[config.mk]
export PLATFORM = sky130hd
export DESIGN_NAME = crc32_fcs_strip
export DESIGN_NICKNAME = d
export VERILOG_FILES = /design/src/rtl/crc32_fcs_strip.sv
export SDC_FILE = /design/constraint.sdc
export NUM_CORES = 1
export LEC_CHECK = 0
export ABC_AREA = 1
export CAP_MARGIN = 20
export CORE_MARGIN = 2
export CORE_UTILIZATION = 58
export CTS_CLUSTER_SIZE = 8
export DETAILED_ROUTE_END_ITERATION = 10
export PLACE_DENSITY = 0.83
export SLEW_MARGIN = 20
export SYNTH_ARGS = -nofsm -noshare
export SYNTH_HDL_FRONTEND = slang
export SYNTH_SLANG_ARGS = --single-unit
[constraint.sdc]
create_clock -name clk_i -period 2.75 [get_ports clk_i]
set_clock_uncertainty 0.15 [all_clocks]
set_input_delay 0.275 -clock clk_i [delete_from_list [all_inputs] [get_ports clk_i]]
set_output_delay 0.275 -clock clk_i [all_outputs]
set_load 0.01 [all_outputs]
[src/rtl/crc32_fcs_strip.sv]
// Four-byte delay line that withholds the trailing FCS and releases payload bytes.
// start_i restarts the line with the current byte; eop_i releases the oldest byte as last.
module crc32_fcs_strip (
    input  logic       clk_i,
    input  logic       rst_i,
    input  logic       push_i,
    input  logic       start_i,
    input  logic       eop_i,
    input  logic [7:0] data_i,
    output logic       out_valid_o,
    output logic [7:0] out_data_o,
    output logic       out_last_o
);

    logic [3:0][7:0] dly_q, dly_d;
    logic [2:0]      fill_q, fill_d;
    logic            out_valid_q, out_valid_d;
    logic [7:0]      out_data_q, out_data_d;
    logic            out_last_q, out_last_d;

    always_comb begin
        dly_d       = dly_q;
        fill_d      = fill_q;
        out_valid_d = 1'b0;
        out_data_d  = out_data_q;
        out_last_d  = 1'b0;
        if (start_i) begin
            // Anything still held belongs to an abandoned frame and is dropped.
            dly_d[0] = data_i;
            fill_d   = eop_i ? 3'd0 : 3'd1;
        end else if (push_i) begin
            if (fill_q == 3'd4) begin
                out_valid_d = 1'b1;
                out_data_d  = dly_q[3];
                out_last_d  = eop_i;
            end
            dly_d = {dly_q[2:0], data_i};
            if (eop_i) begin
                fill_d = 3'd0;
            end else if (fill_q != 3'd4) begin
                fill_d = fill_q + 3'd1;
            end
        end
    end

    always_ff @(posedge clk_i or posedge rst_i) begin
        if (rst_i) begin
            dly_q       <= '0;
            fill_q      <= 3'd0;
            out_valid_q <= 1'b0;
            out_data_q  <= 8'h00;
            out_last_q  <= 1'b0;
        end else begin
            dly_q       <= dly_d;
            fill_q      <= fill_d;
            out_valid_q <= out_valid_d;
            out_data_q  <= out_data_d;
            out_last_q  <= out_last_d;
        end
    end

    assign out_valid_o = out_valid_q;
    assign out_data_o  = out_data_q;
    assign out_last_o  = out_last_q;

endmodule

# Yosys cells after proc, flatten, opt, wreduce, memory -nomap -nowiden
# Index checks and enable logic that the tools add are counted.
# classes
reduce_logical	5
n_eq_ne	2
n_mux	13
bitwise_logic	1
n_addsub	1
# op_table
cell	count
8-bit 2-to-1 mux	2
3-bit 2-to-1 mux	4
1-bit 2-to-1 mux	7
2-bit AND reduction	2
3-bit by 1-bit adder with 3-bit output (second input constant)	1
3-bit equality test (second input constant)	1
3-bit inequality test (second input constant)	1
3-bit AND reduction	1
3-bit nonzero test	1
2-bit nonzero test	1
1-bit inverter	1
# totals
inputBits	13
register_bits	45
out_inout_bits	10
wordCells	30

# Depth between registers and ports, before layout
# Gate-level depths: netlist of the first run.
# depth
ltp_word	5
depth_mapped	8
ltp_nobuf	8

# Worst setup path before layout of the first run
# No wires, ideal clock.
# synth_path
kind	reg-to-reg
start	register fill_q[0]
end	register out_data_q[7] (netlist: out_data_o[7])
setup_time_ps	116
n_path_buf	0
synth_period_minus_slack_ps	1295
path_stages_with_launch	9
arrival_ps	1029
t_required_ps	2484
setup_slack_ps	1455
path_cell_list	dfrtp_1 -> inv_1 -> ha_1 -> nand2_1 -> inv_1 -> nand2_2 -> inv_2 -> nand2_1 -> nand2_1
# synth_via
elab_chain_cells	2
# synth_rtl
element	line	rtl
from (decl)	16	logic [2:0] fill_q, fill_d;
from (signal assigned)	55	fill_q <= fill_d;
3-bit equality test	32	if (fill_q == 3'd4) begin
3-bit AND reduction (no line)	n/a	
to (signal assigned)	57	out_data_q <= out_data_d;
to (decl)	18	logic [7:0] out_data_q, out_data_d;
# No other way between the ends.
# A chain may end at the register's enable or synchronous reset.

# Worst setup path after layout of the first run
# layout_path
start	register out_data_q[0] (netlist: out_data_o[0])
end	output port out_data_o[0]
# layout_lines
element	line	rtl
to (decl)	11	output logic [7:0] out_data_o,
# No word-level cell between the ends.

==> impl_metrics.env, run 1 <==
export IMPL_cts_buffer_depth=2
export IMPL_gp_congestion=0.7472
export IMPL_timing_rr_start="fill_q[0]"
export IMPL_ios=23
export IMPL_place_ws_ps=763.8
export IMPL_yosysTopAreaCell="dfrtp_1"
export IMPL_die_w_microns=60.62
export IMPL_cp_slowest_cell="clkdlybuf4s50_1"
export IMPL_grt_pass1_wl_mm=5.023
export IMPL_grt_usage=0.1890
export IMPL_start_util=0.6090
export IMPL_required_ps=2330
export IMPL_path_max_fanout=2
export IMPL_drive_gt1_frac=0.1333
export IMPL_cap_violations=0
export IMPL_dpl_hpwl_mm=1.810
export IMPL_min_period_over_period=0.6142
export IMPL_grt_pass1_vias=1159
export IMPL_yosysWarnings=0
export IMPL_avgSynthCellArea_sq_um=9.250
export IMPL_setup_worst_path_end_class="primary output"
export IMPL_crit_path_cell_trace="clkdlybuf4s50_1"
export IMPL_synth_common_cells="nand2_1 (94), dfrtp_1 (45), inv_1 (16)"
export IMPL_synth_top_area_share=0.6057
export IMPL_hold_buffers=0
export IMPL_dieArea_sq_um=3675
export IMPL_dr_total_vias=1256
export IMPL_syn_inst=201
export IMPL_finalSetupTns_ps=0
export IMPL_yosysMostFrequentCell="nand2_1"
export IMPL_clk_latency_ps=350
export IMPL_finalWorstSetupSlack_ps=1061
export IMPL_syn_num_nets=216
export IMPL_reg2reg_slack_ps=1270
export IMPL_core_area_sq_um=3053
export IMPL_cts_tree="built"
export IMPL_synth_edf_count=0
export IMPL_power_leakage_nw=1.127
export IMPL_synth_cell_types=16
export IMPL_placed_area_sq_um=2078
export IMPL_port_buffers=22
export IMPL_max_stage_delay_ps=540
export IMPL_antenna_found_initial=0
export IMPL_hold_viol_final=0
export IMPL_diodes=0
export IMPL_cp_top_family="buffers and inverters"
export IMPL_cp_start_kind="flip-flop"
export IMPL_root_buffer="clkbuf_4"
export IMPL_ir_worst_vdd_v=0.0004343
export IMPL_r2r_cells=8
export IMPL_cts_buffers=5
export IMPL_rsz0062_at_grt="false"
export IMPL_holdCritPathClass="in -> async"
export IMPL_fin_crit_ps=1689
export IMPL_syn_cell_area_sq_um=1859
export IMPL_ys_ff_latch=45
export IMPL_gr_total_overflow=0
export IMPL_syn_to_final_growth_pct=14.74
export IMPL_status="finished clean"
export IMPL_rows=20
export IMPL_die_h_microns=60.62
export IMPL_worst_pin_slew_ps=532.0
export IMPL_r2r_end="out_data_o[4]"
export IMPL_path_clk_slew_ps=110
export IMPL_wirelength_mm=2.701
export IMPL_fmax_mhz=592.1
export IMPL_synthArstFlopShare=1.000
export IMPL_drc_errors=0
export IMPL_setup_viol=0
export IMPL_drt_pre_antenna_iters=4
export IMPL_cts_sinks=45
export IMPL_fin_nets=240
export IMPL_cts_resized=0
export IMPL_critical_path_arrival_ps=1260
export IMPL_grt_max_degree=46
export IMPL_synth_main_ff_cell="dfrtp_1"
export IMPL_power_density_nw_per_um2=586.0
export IMPL_max_slew_margin=0.6453
export IMPL_ant_nets=0
export IMPL_ys_top_cells_by_area="dfrtp_1 (61%), nand2_1 (19%), o21ai_2 (3.8%)"
export IMPL_routed_via_density=4.669
export IMPL_htreeDepth=2
export IMPL_final_cell_area_sq_um=2133
export IMPL_drtIter0Drc=45
export IMPL_timing_critical_path_buf_inv=1
export IMPL_wire_per_inst_microns=10.04
export IMPL_yosysSeqAreaShare=0.6057
export IMPL_utilization=0.6988
export IMPL_slew_viol_final=0
export IMPL_postCtsSetupBuffers=0
export IMPL_critical_path_class="reg -> out"
## registers in the layout, indices dropped and copies added, names as in the netlist
register     cells
dly_q           32
out_last_o       1
out_data_o       8
fill_q           3
out_valid_o      1
## final cells by class
class | instances | area (sq um)
Tap cell | 44 | 55.05
Clock buffer | 7 | 55.05
Fill cell | 247 | 919.6
Sequential cell | 45 | 1126
Multi-Input combinational cell | 130 | 591.8
Timing Repair Buffer | 23 | 227.7
Inverter | 20 | 77.57
## logic make-up (layout without fill, tap and decap cells)
kind of cell | after synthesis | in the layout | share of synthesized area
DFF | 45 | 45 | 0.6057
and+or+nand+nor | 111 | 111 | 0.2429
AOI/OAI and AO/OA | 17 | 17 | 0.06191
adders and majority gates | 2 | 2 | 0.01346
buffers and inverters | 26 | 50 | 0.07605
## per-layer routing
| metal | wire, microns | vias to the layer above | track usage | share of wire |
|---|---|---|---|---|
| met2 | 1235 | 26 | 0.2780 | 0.46 |
| met5 | 0 | - | 0 | 0 |
| li1 | - | 652 | - | - |
| met3 | 115 | 5 | 0.07036 | 0.043 |
| met4 | 56 | 0 | 0.09317 | 0.021 |
| met1 | 1294 | 573 | 0.2482 | 0.48 |
## placed cells by master (no fill, tap or decap)
cell | Yosys | layout
dfrtp_1 | 45 | 45
nor2_4 | 1 | 1
nor2_2 | 1 | 1
o21ai_0 | 8 | 8
buf_4 | 1 | 1
nand2_2 | 9 | 9
clkbuf_4 | 0 | 5
clkdlybuf4s50_1 | 0 | 22
a21oi_1 | 1 | 1
ha_1 | 2 | 2
inv_2 | 3 | 3
nor2_1 | 5 | 5
nand2_1 | 94 | 94
clkbuf_8 | 0 | 1
clkbuf_1 | 0 | 1
inv_1 | 16 | 16
nand4_1 | 1 | 1
inv_4 | 1 | 1
o21ai_2 | 8 | 8
## power by group
group          switching [W]  leakage (nW)  internal [W]
logic              0.0000898         0.515     0.0000710
clock network       0.000191        0.0314      0.000121
registers          0.0000403         0.581      0.000737
total               0.000321          1.13      0.000929
## stage by stage
| step | instances | power [W] | hold slack [ps] |
|---|---|---|---|
| 2_1_floorplan | 201 | 0.0009030 | 231.2 |
| 3_3_place_gp | 262 | 0.0009454 | 304.5 |
| 3_5_place_dp | 262 | 0.0009549 | 309.2 |
| 4_1_cts | 269 | 0.001263 | 220.4 |
| 5_1_grt | 269 | 0.001333 | 223.9 |
| 6_report | 269 | 0.001250 | 191.8 |
## worst max path at each step
stage                        startpoint            end  slack (ps)  cells after the start
after floorplan                   rst_i       dly_q[0]        1270                      1
after global placement          start_i  out_data_o[7]         830                      6
after detailed placement        start_i  out_data_o[4]         760                      6
after CTS                 out_data_o[0]  out_data_o[0]        1040                      1
after global routing      out_data_o[6]  out_data_o[6]         980                      1
final                     out_data_o[0]  out_data_o[0]        1060                      1
No activity file was read; power rests on OpenSTA's default activity.
==> run 2, diff against run 1 <==
--- a/config.mk
+++ b/config.mk
@@ -8,10 +8,10 @@
 export ABC_AREA = 1
 export CAP_MARGIN = 20
 export CORE_MARGIN = 2
-export CORE_UTILIZATION = 58
+export CORE_UTILIZATION = 54
 export CTS_CLUSTER_SIZE = 8
 export DETAILED_ROUTE_END_ITERATION = 10
-export PLACE_DENSITY = 0.83
+export PLACE_DENSITY = 0.78
 export SLEW_MARGIN = 20
 export SYNTH_ARGS = -nofsm -noshare
 export SYNTH_HDL_FRONTEND = slang
==> constraint.sdc (replaced) <==
create_clock -name clk_i -period 1.6 [get_ports clk_i]
set_clock_uncertainty 0.15 [all_clocks]
set_input_delay 0.16 -clock clk_i [delete_from_list [all_inputs] [get_ports clk_i]]
set_output_delay 0.16 -clock clk_i [all_outputs]
set_load 0.01 [all_outputs]
==> impl_metrics.env, run 2 (synthesized netlist as in run 1, its figures left out) <==
export IMPL_timing_rr_start="fill_q[0]"
export IMPL_gr_total_overflow=0
export IMPL_core_area_sq_um=3311
export IMPL_ant_nets=0
export IMPL_largest_reg_flops=32
export IMPL_cts_tree="built"
export IMPL_ios=23
export IMPL_htreeDepth=2
export IMPL_critical_path_depth=1
export IMPL_startpoint="out_data_o[6]"
export IMPL_r2r_end="out_data_o[1]"
export IMPL_power_leakage_nw=1.306
export IMPL_port_buffers=22
export IMPL_final_cell_mix="nand2_1 (94), dfrtp_1 (45), inv_1 (15), clkdlybuf4s50_1 (15), nand2_2 (9)"
export IMPL_dpl_hpwl_mm=2.194
export IMPL_antenna_found_initial=0
export IMPL_power_density_nw_per_um2=959.2
export IMPL_reg2reg_slack_ps=130
export IMPL_crit_path_cell_trace="clkdlybuf4s50_1"
export IMPL_setup_viol=0
export IMPL_fin_nets=249
export IMPL_drive_gt1_frac=0.1660
export IMPL_worst_pin_slew_ps=296.3
export IMPL_dieArea_sq_um=3929
export IMPL_holdCritPathClass="in -> reg"
export IMPL_die_w_microns=62.68
export IMPL_max_stage_delay_ps=530
export IMPL_min_period_over_period=0.9759
export IMPL_grt_pass1_vias=1364
export IMPL_finalSetupTns_ps=0
export IMPL_timing_critical_path_buf_inv=1
export IMPL_critical_path_arrival_ps=1250
export IMPL_wirelength_mm=3.067
export IMPL_dr_total_vias=1314
export IMPL_cp_start_kind="flip-flop"
export IMPL_critical_path_class="reg -> out"
export IMPL_r2r_cells=8
export IMPL_final_cell_area_sq_um=2247
export IMPL_rsz0062_at_grt="false"
export IMPL_drc_errors=0
export IMPL_utilization=0.6788
export IMPL_cp_slowest_cell="clkdlybuf4s50_1"
export IMPL_syn_to_final_growth_pct=20.86
export IMPL_gp_congestion=0.7209
export IMPL_grt_max_degree=46
export IMPL_cts_sinks=45
export IMPL_wire_per_inst_microns=10.91
export IMPL_diodes=0
export IMPL_path_clk_slew_ps=120
export IMPL_grt_pass1_wl_mm=5.644
export IMPL_required_ps=1290
export IMPL_p_total_w=0.002156
export IMPL_cts_buffers=5
export IMPL_grt_usage=0.1818
export IMPL_clk_latency_ps=350
export IMPL_path_max_fanout=2
export IMPL_setup_worst_path_end_class="primary output"
export IMPL_routed_via_density=4.676
export IMPL_fin_crit_ps=1561
export IMPL_die_h_microns=62.68
export IMPL_cap_violations=0
export IMPL_fmax_mhz=640.4
export IMPL_holdWs_ps=197.3
export IMPL_placed_area_sq_um=2151
export IMPL_max_slew_margin=0.8017
export IMPL_drtIter0Drc=73
export IMPL_cts_buffer_depth=2
export IMPL_cp_top_family="buffers and inverters"
export IMPL_start_util=0.5616
export IMPL_layout_commonest_cell="nand2_1"
export IMPL_regMostFlops="dly_q"
export IMPL_hold_viol_final=0
export IMPL_endpoint="out_data_o[6]"
export IMPL_status="finished clean"
export IMPL_ir_worst_vdd_v=0.0004830
export IMPL_root_buffer="clkbuf_4"
export IMPL_slew_viol_final=0
export IMPL_drt_pre_antenna_iters=4
export IMPL_rows=21
run 2: area by class of cell:
cell class | instances | area (sq um)
clock buffers | 6 | 41.29
clock inverters | 2 | 10.01
fillers | 287 | 1064
inverters | 20 | 80.08
multi-input cells | 130 | 591.8
flip-flops and latches | 45 | 1126
well taps | 46 | 57.56
repair buffers | 32 | 340.3
run 2: what timing repair did:
action | CTS | global route
setup endpoints to repair | 0 | 13
hold buffers | 1 | 0
buffers inserted | 0 | 2
hold endpoints to repair | 35 | 0
gates resized for setup | 0 | 8
run 2: through the flow:
stage / cells / setup slack [ps]
floorplan: 201 / 230.6
finish: 281 / 38.51
global route: 281 / 3.839
CTS: 279 / 11.79
global placement: 270 / 66.61
detailed placement: 270 / 29.83
run 2: power breakdown:
part / switching, W / internal (W) / leakage, nW
Clock: 0.000345 / 0.000168 / 0.0320
Combinational: 0.000163 / 0.000141 / 0.693
Sequential: 0.0000716 / 0.00127 / 0.581
run 2: worst min-delay path by stage:
stage	depth (start not counted)	start	endpoint	slack, ps
2_1_floorplan	2	eop_i	out_last_o	120
3_3_place_gp	2	dly_q[16]	dly_q[16]	300
3_5_place_dp	2	dly_q[27]	dly_q[27]	310
4_1_cts	3	data_i[6]	dly_q[6]	190
5_1_grt	3	data_i[6]	dly_q[6]	200
6_report	3	data_i[6]	dly_q[6]	200
run 2: routing by layer:
layer / wire length [microns] / global-route usage
met5: 0 / 0
met4: 57 / 0.07500
met3: 126 / 0.04324
met2: 1551 / 0.3185
met1: 1331 / 0.2144
